`src/rtl/byte_serial_adder.sv`:
```
// Byte-serial adder: one cpa8 slice walks NBYTES operand bytes, with the carry
// held in a register between bytes, so the critical path is one 8-bit ripple.

module cpa8 (
  input  logic [7:0] num1,
  input  logic [7:0] num2,
  input  logic       cin,
  output logic [7:0] out,
  output logic       cout
);
  assign {cout, out} = {1'b0, num1} + {1'b0, num2} + {8'd0, cin};
endmodule

module byte_serial_adder #(
  parameter int NBYTES = 4,
  localparam int WIDTH = 8 * NBYTES
) (
  input  logic             clk,
  input  logic             rst,
  input  logic             in_valid,
  output logic             in_ready,
  input  logic [WIDTH-1:0] a,
  input  logic [WIDTH-1:0] b,
  input  logic             cin,
  output logic             out_valid,
  input  logic             out_ready,
  output logic [WIDTH-1:0] sum,
  output logic             cout
);
  localparam int IW = (NBYTES > 1) ? $clog2(NBYTES) : 1;
  localparam logic [IW-1:0] LAST = IW'(NBYTES - 1);

  typedef enum logic [1:0] {IDLE = 2'd0, ADD = 2'd1, DONE = 2'd2} state_t;

  state_t           state_q, state_d;
  logic [IW-1:0]    idx_q, idx_d;
  logic             cy_q, cy_d;
  logic             cout_q, cout_d;
  logic [WIDTH-1:0] ra_q, ra_d, rb_q, rb_d, rs_q, rs_d;

  logic [7:0] s8;
  logic       c8;

  cpa8 u_cpa8 (
    .num1 (ra_q[8*idx_q +: 8]),
    .num2 (rb_q[8*idx_q +: 8]),
    .cin  (cy_q),
    .out  (s8),
    .cout (c8)
  );

  always_ff @(posedge clk or posedge rst) begin
    if (rst) state_q <= IDLE;
    else     state_q <= state_d;
  end

  always_ff @(posedge clk or posedge rst) begin
    if (rst) begin
      idx_q  <= '0;
      cy_q   <= 1'b0;
      cout_q <= 1'b0;
      ra_q   <= '0;
      rb_q   <= '0;
      rs_q   <= '0;
    end else begin
      idx_q  <= idx_d;
      cy_q   <= cy_d;
      cout_q <= cout_d;
      ra_q   <= ra_d;
      rb_q   <= rb_d;
      rs_q   <= rs_d;
    end
  end

  always_comb begin
    state_d   = state_q;
    idx_d     = idx_q;
    cy_d      = cy_q;
    cout_d    = cout_q;
    ra_d      = ra_q;
    rb_d      = rb_q;
    rs_d      = rs_q;
    in_ready  = 1'b0;
    out_valid = 1'b0;
    case (state_q)
      IDLE: begin
        in_ready = 1'b1;
        if (in_valid) begin
          ra_d    = a;
          rb_d    = b;
          cy_d    = cin;
          idx_d   = '0;
          state_d = ADD;
        end
      end
      ADD: begin
        rs_d[8*idx_q +: 8] = s8;
        cy_d               = c8;
        if (idx_q == LAST) begin
          cout_d  = c8;
          state_d = DONE;
        end else begin
          idx_d = idx_q + 1'b1;
        end
      end
      DONE: begin
        out_valid = 1'b1;
        // A pending in_valid is deliberately not taken here; IDLE takes it next cycle.
        if (out_ready) begin
          state_d = IDLE;
          idx_d   = '0;
        end
      end
      default: state_d = IDLE;
    endcase
  end

  assign sum  = rs_q;
  assign cout = cout_q;
endmodule

```
`config.mk`:
```
export PLATFORM = sky130hd
export DESIGN_NAME = byte_serial_adder
export DESIGN_NICKNAME = d
export VERILOG_FILES = /design/src/rtl/byte_serial_adder.sv
export SDC_FILE = /design/constraint.sdc
export NUM_CORES = 1
export LEC_CHECK = 0
export ABC_AREA = 1
export CAP_MARGIN = 20
export CORE_MARGIN = 1
export CORE_UTILIZATION = 30
export CTS_BUF_LIST = sky130_fd_sc_hd__clkbuf_2 sky130_fd_sc_hd__clkbuf_4 sky130_fd_sc_hd__clkbuf_8
export DETAILED_ROUTE_END_ITERATION = 8
export PLACE_DENSITY = 0.5
export SETUP_SLACK_MARGIN = 0.5
export SLEW_MARGIN = 20
export SYNTH_ARGS = -nofsm -noshare
export SYNTH_HDL_FRONTEND = slang
export SYNTH_SLANG_ARGS = --single-unit
```
`constraint.sdc`:
```
create_clock -name clk -period 3.5 [get_ports clk]
set_input_delay 0.35 -clock clk [delete_from_list [all_inputs] [get_ports clk]]
set_output_delay 0.35 -clock clk [all_outputs]
set_load 0.05 [all_outputs]
```
# [Word-level counts from Yosys, hierarchy flattened]
# Cells that the tools add are included.
# W data, S select, Z words.
[totals] output_inout_bits=35 inputBits=69 regBits=102 wordCells=42
[op_classes] n_addsub=4 n_reduce_logical=8 shift=4 mux=12 eq_ne=7
[op_table] op="$shiftx A32 B6 Y8" n=2
[op_table] op="$neg A5 Y34" n=1
[op_table] op="$shift A8 B34 Y32 const A" n=1
[op_table] op="$shiftx A8 B34 Y32" n=1
[op_table] op="$bwmux W32" n=1
[op_table] op="$pmux W2 S3" n=2
[op_table] op="$mux W2" n=5
[op_table] op="$add A8 B8 Y9" n=1
[op_table] op="$add A9 B1 Y9" n=1
[op_table] op="$ne A2 B2 Y1 const B" n=4
[op_table] op="$reduce_and A2 Y1" n=3
[op_table] op="$eq A2 B2 Y1 const B" n=2
[op_table] op="$reduce_and A4 Y1" n=1
[op_table] op="$mux W1" n=3
[op_table] op="$reduce_and A3 Y1" n=1
[op_table] op="$reduce_bool A3 Y1" n=1
[op_table] op="$add A2 B1 Y2 const B" n=1
[op_table] op="$eq A2 B1 Y1 const B" n=1
[op_table] op="$logic_not A2 Y1" n=1
[op_table] op="$pmux W1 S2" n=1
[op_table] op="$reduce_bool A2 Y1" n=1

# [Longest topological paths before layout]
[depth] word_depth=5 mapped_depth=16 depth_no_buf=14

# [By module]
# From an unflattened synthesis, not the netlist that was laid out.
[unflattened] hier_cells=641 hier_area_um2=5137.4
[by_module_without_submodules] mod="byte_serial_adder" n_inst=1 area_each_um2=4753.3 seq_area_each_um2=2552.4 cells_per_inst=582
[by_module_without_submodules] mod="cpa8" n_inst=1 area_each_um2=384.1 seq_area_each_um2=0.0 cells_per_inst=59

# [Least setup slack after synthesis]
# No wires, ideal clock.
[synth_path] path_type="reg2reg" startpoint="register idx_q[0]" endpoint="register rs_q[14] (netlist: sum[14])" period_less_slack_ns=2.510 stages_incl_launch_ff=17 required_time_ns=3.434 arrival_time_ns=2.444 slack_ns=0.990 setup_ns=0.066 path_buffers=2 cell_sequence="dfrtp_1 -> buf_2 -> inv_2 -> clkbuf_1 -> o21ai_0 -> o22ai_1 -> fa_1 -> fa_1 -> nand2_1 -> nand2_1 -> nand3_1 -> nand2_1 -> nand2_1 -> nand3_1 -> nor2_1 -> nand2_1 -> nand2_1"
[synth_between] elab_chain_cells=5 elab_cells_between_ends=8 cone_classes="add/sub (3); shift (4); mux (1)"
[synth_lines] item="from (decl)" line="36" source="logic [IW-1:0] idx_q, idx_d;"
[synth_lines] item="from (signal assigned)" line="66" source="idx_q <= idx_d;"
[synth_lines] item="$shiftx A32 B6 Y8 (on tied branches)" line="45, 46"
[synth_lines] item="$add A8 B8 Y9" line="11" source="assign {cout, out} = {1'b0, num1} + {1'b0, num2} + {8'd0, cin};"
[synth_lines] item="$add A9 B1 Y9" line="11"
[synth_lines] item="$shiftx A8 B34 Y32" line="97" source="rs_d[8*idx_q +: 8] = s8;"
[synth_lines] item="$bwmux W32 (*)" line="97"
[synth_lines] item="to (signal assigned)" line="71" source="rs_q <= rs_d;"
[synth_lines] item="to (decl)" line="39" source="logic [WIDTH-1:0] ra_q, ra_d, rb_q, rb_d, rs_q, rs_d;"
# Every way passes the cells marked *; elsewhere a longest branch is shown, timed or not.
# A chain may end at the register's enable or synchronous reset.

# [Worst setup path after layout]
[layout_path] startpoint="register idx_q[0]" endpoint="register rs_q[12] (netlist: sum[12])"
# Same word-level chain as after synthesis.

==> key figures <==
Timing
  – Post-route minimum period: 2.70 ns
  – Fin. max-slew vios: 0
  – Clock skew: 0.00825 ns
  – RSZ-0062 raised after global routing: no
  – Setup violators final: 0
  – Worst-Margin Slew: 0.842 ns
  – Fmax: 371 MHz
  – Tcrit/Tclk final: 77.1%
  – Fin. Hold Viols: 0
  – Worst Hold Slack: 0.191 ns
  – Final TNS setup: 0 ns
  – Max transition margin: 43.9%

Synthesis
  – Syn Inst Count: 608
  – Register bit count reported by yosys: 102
  – Post-Syn Area: 5000 um^2
  – Syn nets: 692
  – Synth area leader: dfrtp_1
  – Post-synth EDFFs: 0
  – Ys Warns: 0
  – Sequential area share after synthesis: 51.1%
  – Async SR Flop Fraction: 100%
  – Yosys cell types: 38
  – Syn_area_per_cell: 8.22 um^2
  – Synth top area cells: dfrtp_1, nand2_1, o21ai_0, nor2_1, ha_1
  – Post-synth top area share: 51.1%
  – Post-synth top flop: dfrtp_1

Clock tree
  – Post-CTS setup buffers: 0
  – Root Buffer: clkbuf_8
  – Skew-Pair Late Insertion Delay: 0.39 ns
  – Clk slew on worst S/H paths: 0.09 ns
  – CTS Hold Bufs: 0
  – CTS tree: yes
  – Post-cts resize count: 0
  – Sink Count: 102
  – Max H-tree Level: 3
  – Clock buffer depth: 2
  – TritonCTS buffer count: 9

Layout
  – Multi-input logic area: 2140 um^2
  – Sequential cell area: 2550 um^2
  – Most frequent cells in the layout: nand2_1, clkdlybuf4s50_1, dfrtp_1, o21ai_0, nor2_1
  – Share of layout cells above drive strength 1: 7.76%
  – N_diodes: 0
  – Area delta synth->final: 27.2%
  – Filler Cells Inserted: 1,637
  – Most common cell after layout, fill and taps aside: nand2_1
  – Final nets: 788

Floorplan
  – Std cell rows: 46
  – Die Ht: 131 um
  – Die area: 17,200 um^2
  – Io pins: 104
  – Core ar.: 16,100 um^2
  – Die X: 131 um
  – Initial Util: 31.1%

Place
  – Buffers on Ports: 103
  – Routability Congestion: 0.855
  – HPWL after DPL: 9780 um

Detailed routing
  – Metal2 WL: 6170 um
  – Final Routed Wirelength: 12,900 um
  – Detail Route Antenna Nets: 0
  – Max layer used: met4
  – Vias/cell: 4.58
  – Residual DRC: 0
  – Drt initial violations: 232
  – First-pass DRT Iterations: 4
  – Routed vias: 4,232
  – DR WL met3: 731 um
  – WL per Instance: 14.0 um
  – Met1 Wirelength: 5900 um

Worst setup path
  – Arr. time, crit path: 3.00 ns
  – Buf+Inv Stages, Crit Path: 1
  – Worst endpoint required time: 3.81 ns
  – Worst path slowest cell: fa_1
  – WS Path Type: flip-flop to flip-flop
  – CP Cell Sequence: buf_4, o21ai_0, o22ai_1, fa_1, fa_1, nand2_1, nand2_1, nand2_1, xnor2_1, nand3_1, o21ai_1
  – Cell family with most CP delay: adder cells
  – Worst stage delay on the critical path: 0.44 ns
  – Critical Path Most Common Cell: nand2_1
  – CP Capture Type: flip-flop
  – Crit-path max FO: 31
  – Critical path launch point type: flip-flop

Job
  – Max Cap Violations: 0

Power and ir drop
  – Flop pwr share: 30.5%
  – Pleak: 3.15 nW
  – Clk pwr share: 10.7%
  – VDD IR-drop max: 0.526 mV
  – Internal Power: 3.26 mW
  – Power per cell area: 1030 nW/um^2
  – P_sw: 3.28 mW
  – Tot Pwr: 6.54 mW
  – Switching share of power: 50.1%
  – Combinational share of power: 58.8%

Global routing
  – Initial antenna violation count: 0
  – Gr usage total: 16.0%
  – Vias in the first global route: 4,203
  – GR Overflow Total: 0
  – Largest net degree at the start of global routing: 66
  – First-pass GRT wire length: 21,000 um

Run status
  – Status: complete, no violations

Min path
  – Worst Hold Class: input pin to asynchronous set/reset pin
[power groups by stage]
stage	Sequential, mW	Clock [mW]	Combinational, mW
2_1_floorplan	2.29	0	2.49
3_3_place_gp	2.02	0	3.78
3_5_place_dp	2.02	0	3.85
4_1_cts	2.00	0.726	3.87
5_1_grt	2.05	0.764	4.31
6_report	2.00	0.699	3.84
[worst paths after layout]
kind | from | end | slack [ns] | depth (start not counted)
max reg2reg | idx_q[0] | sum[12] | 0.80 | 11
min | rst | state_q[0] | 0.19 | 2
min in group clk | ra_q[1] | ra_q[1] | 0.49 | 2
min reg2reg | ra_q[1] | ra_q[1] | 0.49 | 2
max in group asynchronous | rst | sum[28] | 2.50 | 3
max | idx_q[0] | sum[12] | 0.80 | 11
[per-layer routing]
layer / GRT usage [%] / vias up
li1: - / 2112
met1: 20.9 / 1992
met2: 27.0 / 117
met3: 3.29 / 11
met4: 4.46 / 0
met5: 0 / -
[sequential cells by signal (all words and copies together) (netlist names)]
signal / count
ra_q: 32
rb_q: 32
sum: 32
idx_q: 2
state_q: 2
cout: 1
cy_q: 1
[synthesized netlist by cell type (all sizes together), types with 2 or more instances]
cell    count
nand2     279
dfrtp     102
o21ai      56
nor2       49
inv        31
buf        23
nand3      17
o22ai      16
ha         13
a21oi       4
nand4       4
clkbuf      3
fa          2
xor2        2
[worst reg2reg max path: cells and delay by family, from the launching register on]
family | cells | cell delay [ns]
adders and majority gates | 2 | 0.86
AOI/OAI and AO/OA | 3 | 0.49
DFF | 1 | 0.42
and+or+nand+nor | 4 | 0.40
buffers and inverters | 1 | 0.24
xor gates and xnor gates | 1 | 0.21
[layout make-up]
class | count | area share (%)
Sequential cell | 102 | 40.1
Clock buffer | 13 | 2.52
Multi-Input combinational cell | 449 | 33.6
Timing Repair Buffer | 111 | 17.2
Inverter | 31 | 2.01
Tap cell | 216 | 4.25
Clock inverter | 3 | 0.315
[logic make-up (layout without fill, tap and decap cells)]
group	count (synthesis)	count (layout)	synth area share [%]
fa+ha+maj	15	15	4.05
xor+xnor	3	3	0.676
flops	102	102	51.1
simple gates	352	352	29.1
buf+inv	57	158	6.21
compound gates	79	79	8.96
[through the flow]
stage                     util (%)  cell area, um^2  setup WS, ns  std cells
after floorplan                  -             5000         0.990        608
after global placement        38.5             6180         0.947        909
after detailed placement      38.5             6180         0.836        909
after CTS                     39.6             6360         0.800        925
after global routing          39.6             6360         0.518        925
final                         39.6             6360         0.802        925
No activity file was read; power rests on OpenSTA's default activity.
